===== src/rtl/picosoc_iomem_timer.sv =====
// iomem-mapped down-counting timer with one-shot / auto-reload modes and a level irq.
// Optional PRESCALE register (offset 0x10) is built when PICOSOC_TIMER_PRESCALE_EN is defined.
module picosoc_iomem_timer #(
    parameter logic [31:0] BASE_ADDR = 32'h0300_0000
) (
    input  logic        clk,
    input  logic        reset,
    input  logic        iomem_valid,
    output logic        iomem_ready,
    input  logic [3:0]  iomem_wstrb,
    input  logic [31:0] iomem_addr,
    input  logic [31:0] iomem_wdata,
    output logic [31:0] iomem_rdata,
    output logic        irq
);

    typedef enum logic {IDLE, RUN} state_t;

    state_t      state_q, state_d;
    logic        auto_q, auto_d, irqen_q, irqen_d;
    logic [31:0] load_q, load_d, count_q, count_d;
    logic        expired_q, expired_d;
    logic        ready_d;
    logic [31:0] rdata_d;
    logic        sel, acc, wr, tick, expire;
    logic [2:0]  offs;
    logic        unused_addr;

    function automatic logic [31:0] merge(input logic [31:0] old, input logic [31:0] wd,
                                          input logic [3:0] strb);
        logic [31:0] r;
        r = old;
        for (int unsigned i = 0; i < 4; i++)
            if (strb[i]) r[8*i +: 8] = wd[8*i +: 8];
        return r;
    endfunction

    assign sel         = iomem_valid && (iomem_addr[31:8] == BASE_ADDR[31:8]);
    assign acc         = sel && !iomem_ready;
    assign wr          = acc && (iomem_wstrb != '0);
    // Offsets beyond 0x1C alias to an unused slot so they read 0.
    assign offs        = (iomem_addr[7:5] == '0) ? iomem_addr[4:2] : 3'd7;
    assign unused_addr = ^iomem_addr[1:0];
    assign irq         = expired_q & irqen_q;

`ifdef PICOSOC_TIMER_PRESCALE_EN
    logic [15:0] presc_q, presc_d, pcnt_q, pcnt_d;
    assign tick = (state_q == RUN) && (pcnt_q == presc_q);
`else
    assign tick = (state_q == RUN);
`endif

    always_comb begin
        state_d   = state_q;
        auto_d    = auto_q;
        irqen_d   = irqen_q;
        load_d    = load_q;
        count_d   = count_q;
        expired_d = expired_q;
        expire    = 1'b0;
        ready_d   = acc;
        rdata_d   = '0;
`ifdef PICOSOC_TIMER_PRESCALE_EN
        presc_d   = presc_q;
        pcnt_d    = (state_q == RUN) ? (tick ? '0 : pcnt_q + 16'd1) : '0;
`endif

        if (tick) begin
            if (count_q != '0) begin
                count_d = count_q - 32'd1;
            end else begin
                expire = 1'b1;
                if (auto_q) count_d = load_q;
                else        state_d = IDLE;
            end
        end

        if (acc) begin
            case (offs)
                3'd0:    rdata_d = {29'b0, irqen_q, auto_q, state_q == RUN};
                3'd1:    rdata_d = load_q;
                3'd2:    rdata_d = count_q;
                3'd3:    rdata_d = {31'b0, expired_q};
`ifdef PICOSOC_TIMER_PRESCALE_EN
                3'd4:    rdata_d = {16'b0, presc_q};
`endif
                default: rdata_d = '0;
            endcase
        end

        // Bus writes land after the timer update so they win on COUNT and EN.
        if (wr) begin
            case (offs)
                3'd0: if (iomem_wstrb[0]) begin
                    state_d = iomem_wdata[0] ? RUN : IDLE;
                    auto_d  = iomem_wdata[1];
                    irqen_d = iomem_wdata[2];
                end
                3'd1: load_d  = merge(load_q, iomem_wdata, iomem_wstrb);
                3'd2: count_d = merge(count_d, iomem_wdata, iomem_wstrb);
                3'd3: if (iomem_wstrb[0] && iomem_wdata[0]) expired_d = 1'b0;
`ifdef PICOSOC_TIMER_PRESCALE_EN
                3'd4: begin
                    presc_d = merge({16'b0, presc_q}, iomem_wdata, iomem_wstrb & 4'b0011) >> 0;
                    pcnt_d  = '0;
                end
`endif
                default: ;
            endcase
        end

        if (expire) expired_d = 1'b1;
    end

    always_ff @(posedge clk or posedge reset) begin
        if (reset) begin
            state_q     <= IDLE;
            auto_q      <= 1'b0;
            irqen_q     <= 1'b0;
            load_q      <= '0;
            count_q     <= '0;
            expired_q   <= 1'b0;
            iomem_ready <= 1'b0;
            iomem_rdata <= '0;
`ifdef PICOSOC_TIMER_PRESCALE_EN
            presc_q     <= '0;
            pcnt_q      <= '0;
`endif
        end else begin
            state_q     <= state_d;
            auto_q      <= auto_d;
            irqen_q     <= irqen_d;
            load_q      <= load_d;
            count_q     <= count_d;
            expired_q   <= expired_d;
            iomem_ready <= ready_d;
            iomem_rdata <= rdata_d;
`ifdef PICOSOC_TIMER_PRESCALE_EN
            presc_q     <= presc_d;
            pcnt_q      <= pcnt_d;
`endif
        end
    end

endmodule


===== config.mk =====
export PLATFORM = sky130hd
export DESIGN_NAME = picosoc_iomem_timer
export DESIGN_NICKNAME = d
export VERILOG_FILES = /design/src/rtl/picosoc_iomem_timer.sv
export SDC_FILE = /design/constraint.sdc
export NUM_CORES = 1
export LEC_CHECK = 0
export CORE_ASPECT_RATIO = 0.6
export CORE_MARGIN = 2
export CORE_UTILIZATION = 39
export DETAILED_ROUTE_END_ITERATION = 10
export GPL_ROUTABILITY_DRIVEN = 0
export HOLD_SLACK_MARGIN = 0.1
export PLACE_DENSITY = 0.69
export SLEW_MARGIN = 40
export SYNTH_ARGS = -nofsm -noshare
export SYNTH_HDL_FRONTEND = slang
export SYNTH_SLANG_ARGS = --single-unit

===== constraint.sdc =====
create_clock -name clk -period 3.64 [get_ports clk]
set_input_delay 0.728 -clock clk [delete_from_list [all_inputs] [get_ports clk]]
set_output_delay 0.728 -clock clk [all_outputs]
set_load 0.01 [all_outputs]

# --- After elaboration in Yosys (flattened, before gate mapping) ---
# Cells that the tools add are included.
classes:
  add_sub_neg: 1
  multipliers: 0
  div: 0
  order_cmp: 0
  eq_ne: 4
  shifts: 0
  muxes: 25
  bitwise: 1
  reduce_logical: 18
op_table:
  columns: ["operator", "count"]
  rows:
  - ["two-way mux 32 bit", 6]
  - ["one-hot mux 32 bit (4 select lines)", 1]
  - ["two-way mux 8 bit", 4]
  - ["nonzero test 32 bit", 1]
  - ["subtractor 32 x 1 -> 32 bit (second input constant)", 1]
  - ["== test 24 x 18 -> 1 bit (second input constant)", 1]
  - ["AND reduction 3 bit", 6]
  - ["two-way mux 1 bit", 13]
  - ["== test 3 x 2 -> 1 bit (second input constant)", 2]
  - ["zero test 3 bit", 2]
  - ["nonzero test 2 bit", 3]
  - ["logical AND 1 bit", 4]
  - ["nonzero test 4 bit", 1]
  - ["== test 3 x 1 -> 1 bit (second input constant)", 1]
  - ["two-way mux 3 bit", 1]
  - ["AND 1 bit", 1]
  - ["zero test 1 bit", 1]
totals:
  regBits: 101
  latch_bits: 0
  ram_bits: 0
  mem_bits_ro: 0
  in_bits: 71
  output_inout_bits: 34
  wordCells: 60
  memories: 0

# --- Depth between registers and ports, before layout ---
# Gate-level depths: netlist (run 1).
logic_depth:
  word_depth: 6
  mapped_depth: 10
  depth_no_buf: 8

# --- Worst setup path after synthesis (run 1) ---
# Ideal clock, no wire load.
synth_path:
  path_type: "input -> register"
  start: "in iomem_addr[29]"
  end: "reg load_q[10]"
  setup_time_ns: 0.125
  t_arrival_ns: 2.243
  required_time_ns: 3.515
  path_slack_ns: 1.273
  path_stages: 7
  n_path_buf: 2
  path_cell_list: "nor4b_1 and4_1 and2_1 clkbuf_1 and3_1 buf_2 mux2_2"
synth_between:
  elab_chain_len: 5
synth_rtl:
  columns: ["element", "line_no", "rtl"]
  rows:
  - ["start, declared", "11", "input logic [31:0] iomem_addr,"]
  - ["== test 24 x 18 -> 1 bit", "38", "assign sel = iomem_valid && (iomem_addr[31:8] == BASE_ADDR[31:8]);"]
  - ["logical AND 1 bit", "38", null]
  - ["logical AND 1 bit", "39", "assign acc = sel && !iomem_ready;"]
  - ["named net acc", "25", "logic sel, acc, wr, tick, expire;"]
  - ["logical AND 1 bit", "40", "assign wr = acc && (iomem_wstrb != '0);"]
  - ["AND reduction 3 bit (no source line)", null, null]
  - ["end signal, assigned", "133", "load_q <= load_d;"]
  - ["end, declared", "21", "logic [31:0] load_q, load_d, count_q, count_d;"]
# The timed path passes the listed nets, and every way through them passes these cells.
# A chain may end at the register's enable or synchronous reset.

# --- Final worst setup path (run 1) ---
layout_path:
  start: "in iomem_addr[29]"
  end: "reg load_q[15]"
layout_between:
  elab_chain_len: 5
layout_rtl:
  columns: ["element", "line_no"]
  rows:
  - ["== test 24 x 18 -> 1 bit", "38"]
  - ["logical AND 1 bit", "38"]
  - ["logical AND 1 bit", "39"]
  - ["logical AND 1 bit", "40"]
  - ["AND reduction 3 bit (no source line)", null]
# No other way between the ends.

==> flow_summary.yaml, run 1 <==
outcome:
  status: "completed"
timing:
  final.min_clock_period_ns: 2.85
  finalSetupTns_ns: 0
  fmax_mhz: 351
  final_max_slew_viol_count: 0
  fin_crit_sh: 0.782
  finClkSkew_ns: 0.00704
  worstMarginPinSlew_ns: 0.792
  hold_ws_ns: 0.541
  hold_viol: 0
  setup_viol: 0
  rsz0062_at_grt: "no"
  maxSlewHeadroom: 0.472
synth:
  synthCells: 574
  synth_top_area_cell: "dfrtp_1"
  ys_types: 63
  ys.flop_type: "dfrtp_1"
  synth_edf_count: 0
  synth-seq-cells: 101
  synth_area_leaders: "dfrtp_1, mux2_2, nor2_1"
  synth.top_cell.area_share: 0.466
  syn_area_per_cell_um2: 9.45
  ys_warn_count: 0
  synthArstFlopShare: 1.00
  synth.cell_area_mm2: 0.00542
  ys_seq_area_frac: 0.466
  syn-num-nets: 647
cells_and_area:
  nets: 730
  antenna_cells: 0
  seq_area_mm2: 0.00253
  final_area_mm2: 0.00693
  multi_input_area_mm2: 0.00266
  nFillCells: 1242
  drive_gt1_frac: 0.125
  area_growth_pct: 27.7
hold_path:
  min_path_type: "flop to flop"
placed_design:
  dp_hpwl_mm: 11.8
  placed_area_mm2: 0.00661
  port-buffer-count: 102
die:
  core_mm2: 0.0136
  die-area_mm2: 0.0149
  ios: 105
  initial_utilization: 0.398
  die_height_um: 95.4
  rows: 33
  die_x_um: 156
setup_path:
  cp.required_ns: 3.87
  max_stage_delay_ns: 0.52
  arrival_ns: 3.08
  path_buf_inv: 1
  crit_type: "primary input to flop"
  start_kind: "primary input"
  worstSetupEndpointType: "flop"
  path_cells: "clkdlybuf4s50_1 > nor4b_1 > and4_1 > and2_1 > and3_1 > mux2_2"
  slowest_stage: "and3_1"
  cp_max_fo: 9
  crit_family: "simple AND/OR/NAND/NOR gates"
drt:
  wl_met2_mm: 7.24
  dr_wl_met3_mm: 1.19
  drt_wl_total_mm: 16.2
  num_vias: 5033
  drc: 0
  drt_iter0_markers: 580
  wl_met1_mm: 7.63
  wl_per_cell_um: 19.3
  viasPerCell: 6.01
  dr.pass1.iters: 5
  top_layer_used: "met4"
  ant_nets: 0
clocking:
  cts-root-buf: "clkbuf_16"
  cts-resized-gates: 0
  hold_buffers: 0
  cts_tree: "yes"
  htree_levels: 3
  numCtsBuffers: 9
  cts.sinks: 101
  postCtsSetupBuffers: 0
  clkTransAtPathRegs_ns: 0.07
  clockBufferDepth: 2
  clk_latency_ns: 0.35
pwr:
  leakage_nw: 2.75
  ir_drop_v: 0.000184
  finalPower_w: 0.00226
  power.density_mw_per_mm2: 327
flow_run:
  drv_cap: 0
grt:
  grt-ovfl-total: 0
  grt_max_degree: 49
  gr-usage-all-layers: 0.229
  grt_pass1_vias: 4950
  grt_pass1_wl_mm: 26.5
  antenna_found_initial: 0
==> layout make-up <==
class	instances	area share
clock inverter	6	0.0126
inverter	10	0.00578
sequential	101	0.365
clock buffer	10	0.0331
tap	175	0.0316
multi-input combinational	416	0.384
timing repair buffer	119	0.168
==> report_power, final <==
part	switching [W]	total, W	leakage (nW)	internal, W
clock network	0.000415	0.00102	0.156	0.000603
logic	0.0000508	0.000124	1.30	0.0000736
registers	0.000000476	0.00112	1.30	0.00112
total	0.000466	0.00226	2.75	0.00180
==> metal layers <==
| metal | global-route usage | up-vias |
|---|---|---|
| met5 | 0 | - |
| met4 | 0.0451 | 0 |
| met3 | 0.0400 | 11 |
| met2 | 0.341 | 217 |
| met1 | 0.349 | 2516 |
| li1 | - | 2289 |
==> worst reg2reg max path, cell delays in order, from the launching register on <==
cell and delay [ns]:
dfrtp_1 0.51, nor4_1 0.61, nand4b_1 0.48, nor3_1 0.56, a211oi_1 0.15, a31o_2 0.23
o21ai_1 0.12
==> state kept, by name (all words and copies together) (netlist names) <==
name         cells
expired_q        1
count_q         32
state_q          1
auto_q           1
iomem_ready      1
load_q          32
irqen_q          1
iomem_rdata     32
==> path summary, 6_finish.rpt <==
path	startpoint	endpoint	slack [ns]	depth (start not counted)
worst max-delay path	iomem_addr[29]	load_q[15]	0.79	6
worst min-delay path	load_q[27]	load_q[27]	0.54	1
worst max register to register	count_q[2]	count_q[29]	0.91	6
worst min register to register	load_q[27]	load_q[27]	0.54	1
max in group asynchronous	reset	count_q[30]	2.21	3
min in group asynchronous	reset	iomem_rdata[10]	0.72	2
==> per-stage QoR <==
stage          cells  setup WS [ns]   util
2_1_floorplan    574          0.265      -
3_3_place_gp     821          0.466  0.485
3_5_place_dp     821          0.456  0.485
4_1_cts          837          0.802  0.508
5_1_grt          837          0.709  0.508
6_report         837          0.792  0.508
==> cells in the final DEF (no fill, tap or decap), drive strengths merged, types with 3 or more instances in the layout <==
cell	instances
nand2	40
o41ai	3
mux2	36
nand4b	4
nor2	76
nand3	15
a22oi	29
o211ai	3
a21oi	24
nor2b	3
clkbuf	10
or4	4
mux2i	4
and4	7
clkdlybuf4s50	102
clkinv	4
buf	17
or3	4
a21o	3
nor4	17
nand4	12
and3	11
and2	5
o31ai	3
a221oi	3
nor3	16
o21ai	33
o22ai	3
inv	10
a211o	4
or2	3
a31oi	10
xor2	3
dfrtp	101
a211oi	7
==> cell families after synthesis <==
logic type	share of synthesized area
AO/OA/AOI/OAI	0.175
XOR/XNOR	0.00646
adder cells (fa/ha/maj)	0.00461
buffers and inverters	0.0434
flip-flops	0.466
multiplexers	0.0863
AND/OR/NAND/NOR	0.218
==> synth_stat cells, drive strengths merged, types with 4 or more instances <==
cell / count
a211o: 4
a211oi: 7
a21oi: 24
a22oi: 29
a31oi: 10
and2: 5
and3: 11
and4: 7
buf: 13
clkbuf: 34
dfrtp: 101
inv: 10
mux2: 36
mux2i: 4
nand2: 40
nand3: 15
nand4: 12
nand4b: 4
nor2: 76
nor3: 16
nor4: 17
o21ai: 33
or3: 4
or4: 4
Note: power is estimated with default switching activity, not from simulation.
==> inputs of run 2 (changes only) <==
--- a/config.mk
+++ b/config.mk
@@ -11,7 +11,7 @@
 export DETAILED_ROUTE_END_ITERATION = 10
 export GPL_ROUTABILITY_DRIVEN = 0
 export HOLD_SLACK_MARGIN = 0.1
-export PLACE_DENSITY = 0.69
+export PLACE_DENSITY = 0.71
 export SLEW_MARGIN = 40
 export SYNTH_ARGS = -nofsm -noshare
 export SYNTH_HDL_FRONTEND = slang
==> constraint.sdc (replaced) <==
create_clock -name clk -period 2.4 [get_ports clk]
set_input_delay 0.48 -clock clk [delete_from_list [all_inputs] [get_ports clk]]
set_output_delay 0.48 -clock clk [all_outputs]
set_load 0.01 [all_outputs]
==> flow_summary.yaml, run 2 (synthesis gave the netlist of run 1 again) <==
drt:
  ant_nets: 0
  viasPerCell: 5.91
  drt_wl_total_mm: 17.3
  wl_per_cell_um: 19.3
  num_vias: 5317
  dr.pass1.iters: 5
  drt_iter0_markers: 531
  drc: 0
placed_design:
  dp_hpwl_mm: 12.9
  port-buffer-count: 102
  place_ws_ns: -0.231
timing:
  rsz0062_at_grt: "yes"
  setup_viol: 1
  finClkSkew_ns: 0.0106
  worstMarginPinSlew_ns: 0.629
  final.min_clock_period_ns: 2.40
  final.setup.worst_slack_ns: -0.00326
  fin_crit_sh: 1.00
  maxSlewHeadroom: 0.580
  fmax_mhz: 416
  final_max_slew_viol_count: 0
  hold_viol: 0
pwr:
  ir_drop_v: 0.000360
  finalPower_w: 0.00345
  leakage_nw: 3.11
  power.density_mw_per_mm2: 458
die:
  initial_utilization: 0.398
  die-area_mm2: 0.0149
  core_mm2: 0.0136
  die_x_um: 156
  rows: 33
  die_height_um: 95.4
  ios: 105
cells_and_area:
  multi_input_area_mm2: 0.00272
  largestRegisters: "count_q (32), iomem_rdata (32), load_q (32)"
  area_growth_pct: 38.8
  nets: 794
  drive_gt1_frac: 0.213
  final_common_cell: "clkdlybuf4s50_1"
  final_cell_mix: "clkdlybuf4s50_1, dfrtp_1, nor2_1, buf_4, nand2_1"
  antenna_cells: 0
  seq_area_mm2: 0.00253
  nFillCells: 1168
outcome:
  status: "complete, but fails checks"
  violations: "setup timing"
grt:
  grt_max_degree: 37
  grt_pass1_wl_mm: 28.2
  gr-usage-all-layers: 0.244
  grt-ovfl-total: 0
  grt_pass1_vias: 5376
  antenna_found_initial: 0
setup_path:
  reg2reg_slack_ns: -0.003
  crit_start: "count_q[1]"
  crit_type: "flop to flop"
  arrival_ns: 2.63
  r2r_cells: 7
  r2r_start: "count_q[1]"
  worstSetupEndpointType: "flop"
  start_kind: "flop"
  cp_max_fo: 6
  r2r-end: "count_q[16]"
  cp.required_ns: 2.63
clocking:
  postCtsSetupBuffers: 0
  numCtsBuffers: 9
  cts.sinks: 101
  htree_levels: 3
  hold_buffers: 0
  clockBufferDepth: 2
  clkTransAtPathRegs_ns: 0.07
  cts_tree: "yes"
  cts-root-buf: "clkbuf_16"
  clk_latency_ns: 0.35
hold_path:
  hold_path_depth: 1
  min_to: "irqen_q"
  min_path_type: "flop to flop"
  min_from: "irqen_q"
flow_run:
  drv_cap: 0
## run 2: critical path, cell delays in order (launching register included)
cell and delay, ns:
dfrtp_1 0.46, inv_1 0.11, ha_1 0.28, or3b_2 0.57, nor2_1 0.22, a31oi_1 0.13
a21o_1 0.20, o31ai_1 0.31
## run 2: what timing repair did
action                                  4_1_cts  5_1_grt
endpoints found under the setup margin        6       18
gates resized for setup                       2       11
hold endpoints to repair                      0        0
pin swaps                                     0        2
## run 2: power by group
| group | switching (W) | internal, W |
|---|---|---|
| clock network | 0.000644 | 0.000899 |
| logic | 0.0000817 | 0.000120 |
| registers | 0.000000697 | 0.00170 |
| total | 0.000726 | 0.00272 |
## run 2: area by class of cell
| class | instances | area share |
|---|---|---|
| multi-input cells | 416 | 0.361 |
| flip-flops and latches | 101 | 0.336 |
| repair buffers | 183 | 0.228 |
| clock buffers | 9 | 0.0299 |
| well taps | 175 | 0.0291 |
| clock inverters | 5 | 0.0103 |
| inverters | 10 | 0.00549 |
## run 2: how the worst max path moves through the flow
stage                   to  slack [ns]  cells after the start
2_1_floorplan   load_q[10]        0.28                      7
3_3_place_gp    load_q[25]       -0.18                      8
3_5_place_dp    load_q[27]       -0.23                      8
4_1_cts        count_q[16]        0.03                      6
5_1_grt         count_q[0]       -0.05                      6
6_report       count_q[16]      -0.003                      7
## run 2: layer usage
metal  wire [um]  GRT usage  up-vias
met1        8010      0.355     2597
met3        1470     0.0427       24
met5           0          0        -
li1            -          -     2423
met4         181     0.0528        0
met2        7660      0.384      273
## run 2: metrics by stage
stage / instances / utilization / hold WS, ns / TNS (ns) / cell area [um2]
2_1_floorplan: 574 / - / 0.475 / 0 / 5430
3_3_place_gp: 885 / 0.526 / 0.512 / -5.78 / 7170
3_5_place_dp: 885 / 0.526 / 0.518 / -7.51 / 7170
4_1_cts: 899 / 0.549 / 0.533 / 0 / 7480
5_1_grt: 899 / 0.552 / 0.543 / -0.0560 / 7530
6_report: 899 / 0.552 / 0.533 / -0.00326 / 7530
==> inputs of run 3 (changes only) <==
--- a/config.mk
+++ b/config.mk
@@ -5,6 +5,7 @@
 export SDC_FILE = /design/constraint.sdc
 export NUM_CORES = 1
 export LEC_CHECK = 0
+export CAP_MARGIN = 20
 export CORE_ASPECT_RATIO = 0.6
 export CORE_MARGIN = 2
 export CORE_UTILIZATION = 39
@@ -16,3 +17,4 @@
 export SYNTH_ARGS = -nofsm -noshare
 export SYNTH_HDL_FRONTEND = slang
 export SYNTH_SLANG_ARGS = --single-unit
+export TNS_END_PERCENT = 50
==> flow_summary.yaml, run 3 (synthesis gave the netlist of run 1 again) <==
clocking:
  clkTransAtPathRegs_ns: 0.07
  clockBufferDepth: 2
  cts.sinks: 101
  cts-root-buf: "clkbuf_16"
  htree_levels: 3
  numCtsBuffers: 9
  hold_buffers: 0
  postCtsSetupBuffers: 0
  clk_latency_ns: 0.35
  cts_tree: "yes"
timing:
  worstMarginPinSlew_ns: 0.636
  finClkSkew_ns: 0.00885
  setup_viol: 0
  finalSetupTns_ns: 0
  maxSlewHeadroom: 0.575
  fmax_mhz: 419
  fin_crit_sh: 0.995
  final.min_clock_period_ns: 2.39
  hold_viol: 0
  final_max_slew_viol_count: 0
cells_and_area:
  largestRegisters: "count_q (32), iomem_rdata (32), load_q (32)"
  antenna_cells: 0
  nets: 794
  final_common_cell: "clkdlybuf4s50_1"
  final_cell_mix: "clkdlybuf4s50_1, dfrtp_1, nor2_1, buf_4, nand2_1"
  area_growth_pct: 38.8
  drive_gt1_frac: 0.214
die:
  die_x_um: 156
  initial_utilization: 0.398
  die-area_mm2: 0.0149
  core_mm2: 0.0136
  rows: 33
  die_height_um: 95.4
  ios: 105
setup_path:
  worstSetupEndpointType: "flop"
  cp.required_ns: 2.63
  max_stage_delay_ns: 0.56
  crit_type: "flop to flop"
  slowest_stage: "or3b_2"
  start_kind: "flop"
  arrival_ns: 2.62
  path_cells: "inv_1 > ha_1 > or3b_2 > nor2_1 > a31oi_1 > a21o_1 > o31ai_1"
  cp_max_fo: 6
drt:
  num_vias: 5334
  ant_nets: 0
  drt_iter0_markers: 483
  viasPerCell: 5.93
  drt_wl_total_mm: 17.3
  wl_per_cell_um: 19.3
  dr.pass1.iters: 6
  drc: 0
pwr:
  ir_drop_v: 0.000354
  leakage_nw: 3.11
  power.density_mw_per_mm2: 458
  finalPower_w: 0.00345
grt:
  grt_pass1_vias: 5376
  gr-usage-all-layers: 0.244
  grt_max_degree: 37
  grt_pass1_wl_mm: 28.2
  grt-ovfl-total: 0
  antenna_found_initial: 0
flow_run:
  drv_cap: 0
outcome:
  status: "completed"
hold_path:
  min_path_type: "flop to flop"
placed_design:
  dp_hpwl_mm: 12.9
  port-buffer-count: 102
run 3: cell count changes in the layout (fill, tap and decap cells not counted):
| cell | delta |
|---|---|
| nor2_1 | -1 |
| nor2_2 | +1 |
run 3: critical path, delay by kind of cell, from the launching register on:
| family | cells | cell delay (ns) |
|---|---|---|
| AOI/OAI and AO/OA | 3 | 0.65 |
| adders and majority gates | 1 | 0.27 |
| buffers and inverters | 1 | 0.11 |
| DFF | 1 | 0.46 |
| and+or+nand+nor | 2 | 0.78 |
run 3: routing by layer:
layer  track usage  vias up  part of all wire
met1         0.355     2616              0.46
met3        0.0427       19             0.085
met2         0.384      277              0.44
met5             0        -                 0
met4        0.0528        0            0.0092
li1              -     2422                 -
run 3: worst paths after layout:
| check | startpoint | endpoint | slack, ns | cells past startpoint |
|---|---|---|---|---|
| worst max-delay path | count_q[1] | count_q[16] | 0.01 | 7 |
| worst min-delay path | irqen_q | irqen_q | 0.53 | 1 |
| worst max register to register | count_q[1] | count_q[16] | 0.01 | 7 |
| worst min register to register | irqen_q | irqen_q | 0.53 | 1 |
| max in group asynchronous | reset | count_q[21] | 1.24 | 3 |
| min in group asynchronous | reset | iomem_rdata[10] | 0.56 | 2 |
run 3: through the flow:
step           std cells  setup slack, ns  area [um2]  hold slack, ns  utilization
4_1_cts              899           0.0322        7480           0.533        0.549
3_3_place_gp         885           -0.185        7170           0.512        0.526
2_1_floorplan        574            0.281        5430           0.475            -
5_1_grt              899          -0.0102        7530           0.543        0.553
6_report             899           0.0122        7530           0.532        0.553
3_5_place_dp         885           -0.231        7170           0.518        0.526
run 3: cell type report:
cell class	instances	area, um2
fill	1171	6100
multi-input combinational	416	2720
sequential	101	2530
timing repair buffer	183	1720
clock buffer	9	225
tap	175	219
clock inverter	5	77.6
inverter	10	41.3
run 3: power breakdown:
group          switching, W  internal [W]
logic             0.0000820      0.000120
clock network      0.000643      0.000899
registers       0.000000686       0.00170
total              0.000726       0.00272
run 3: what timing repair did:
item | CTS | global route
resized for setup | 2 | 12
setup endpoints to repair | 6 | 18
endpoints found under the hold margin | 0 | 0
pin swaps | 0 | 3
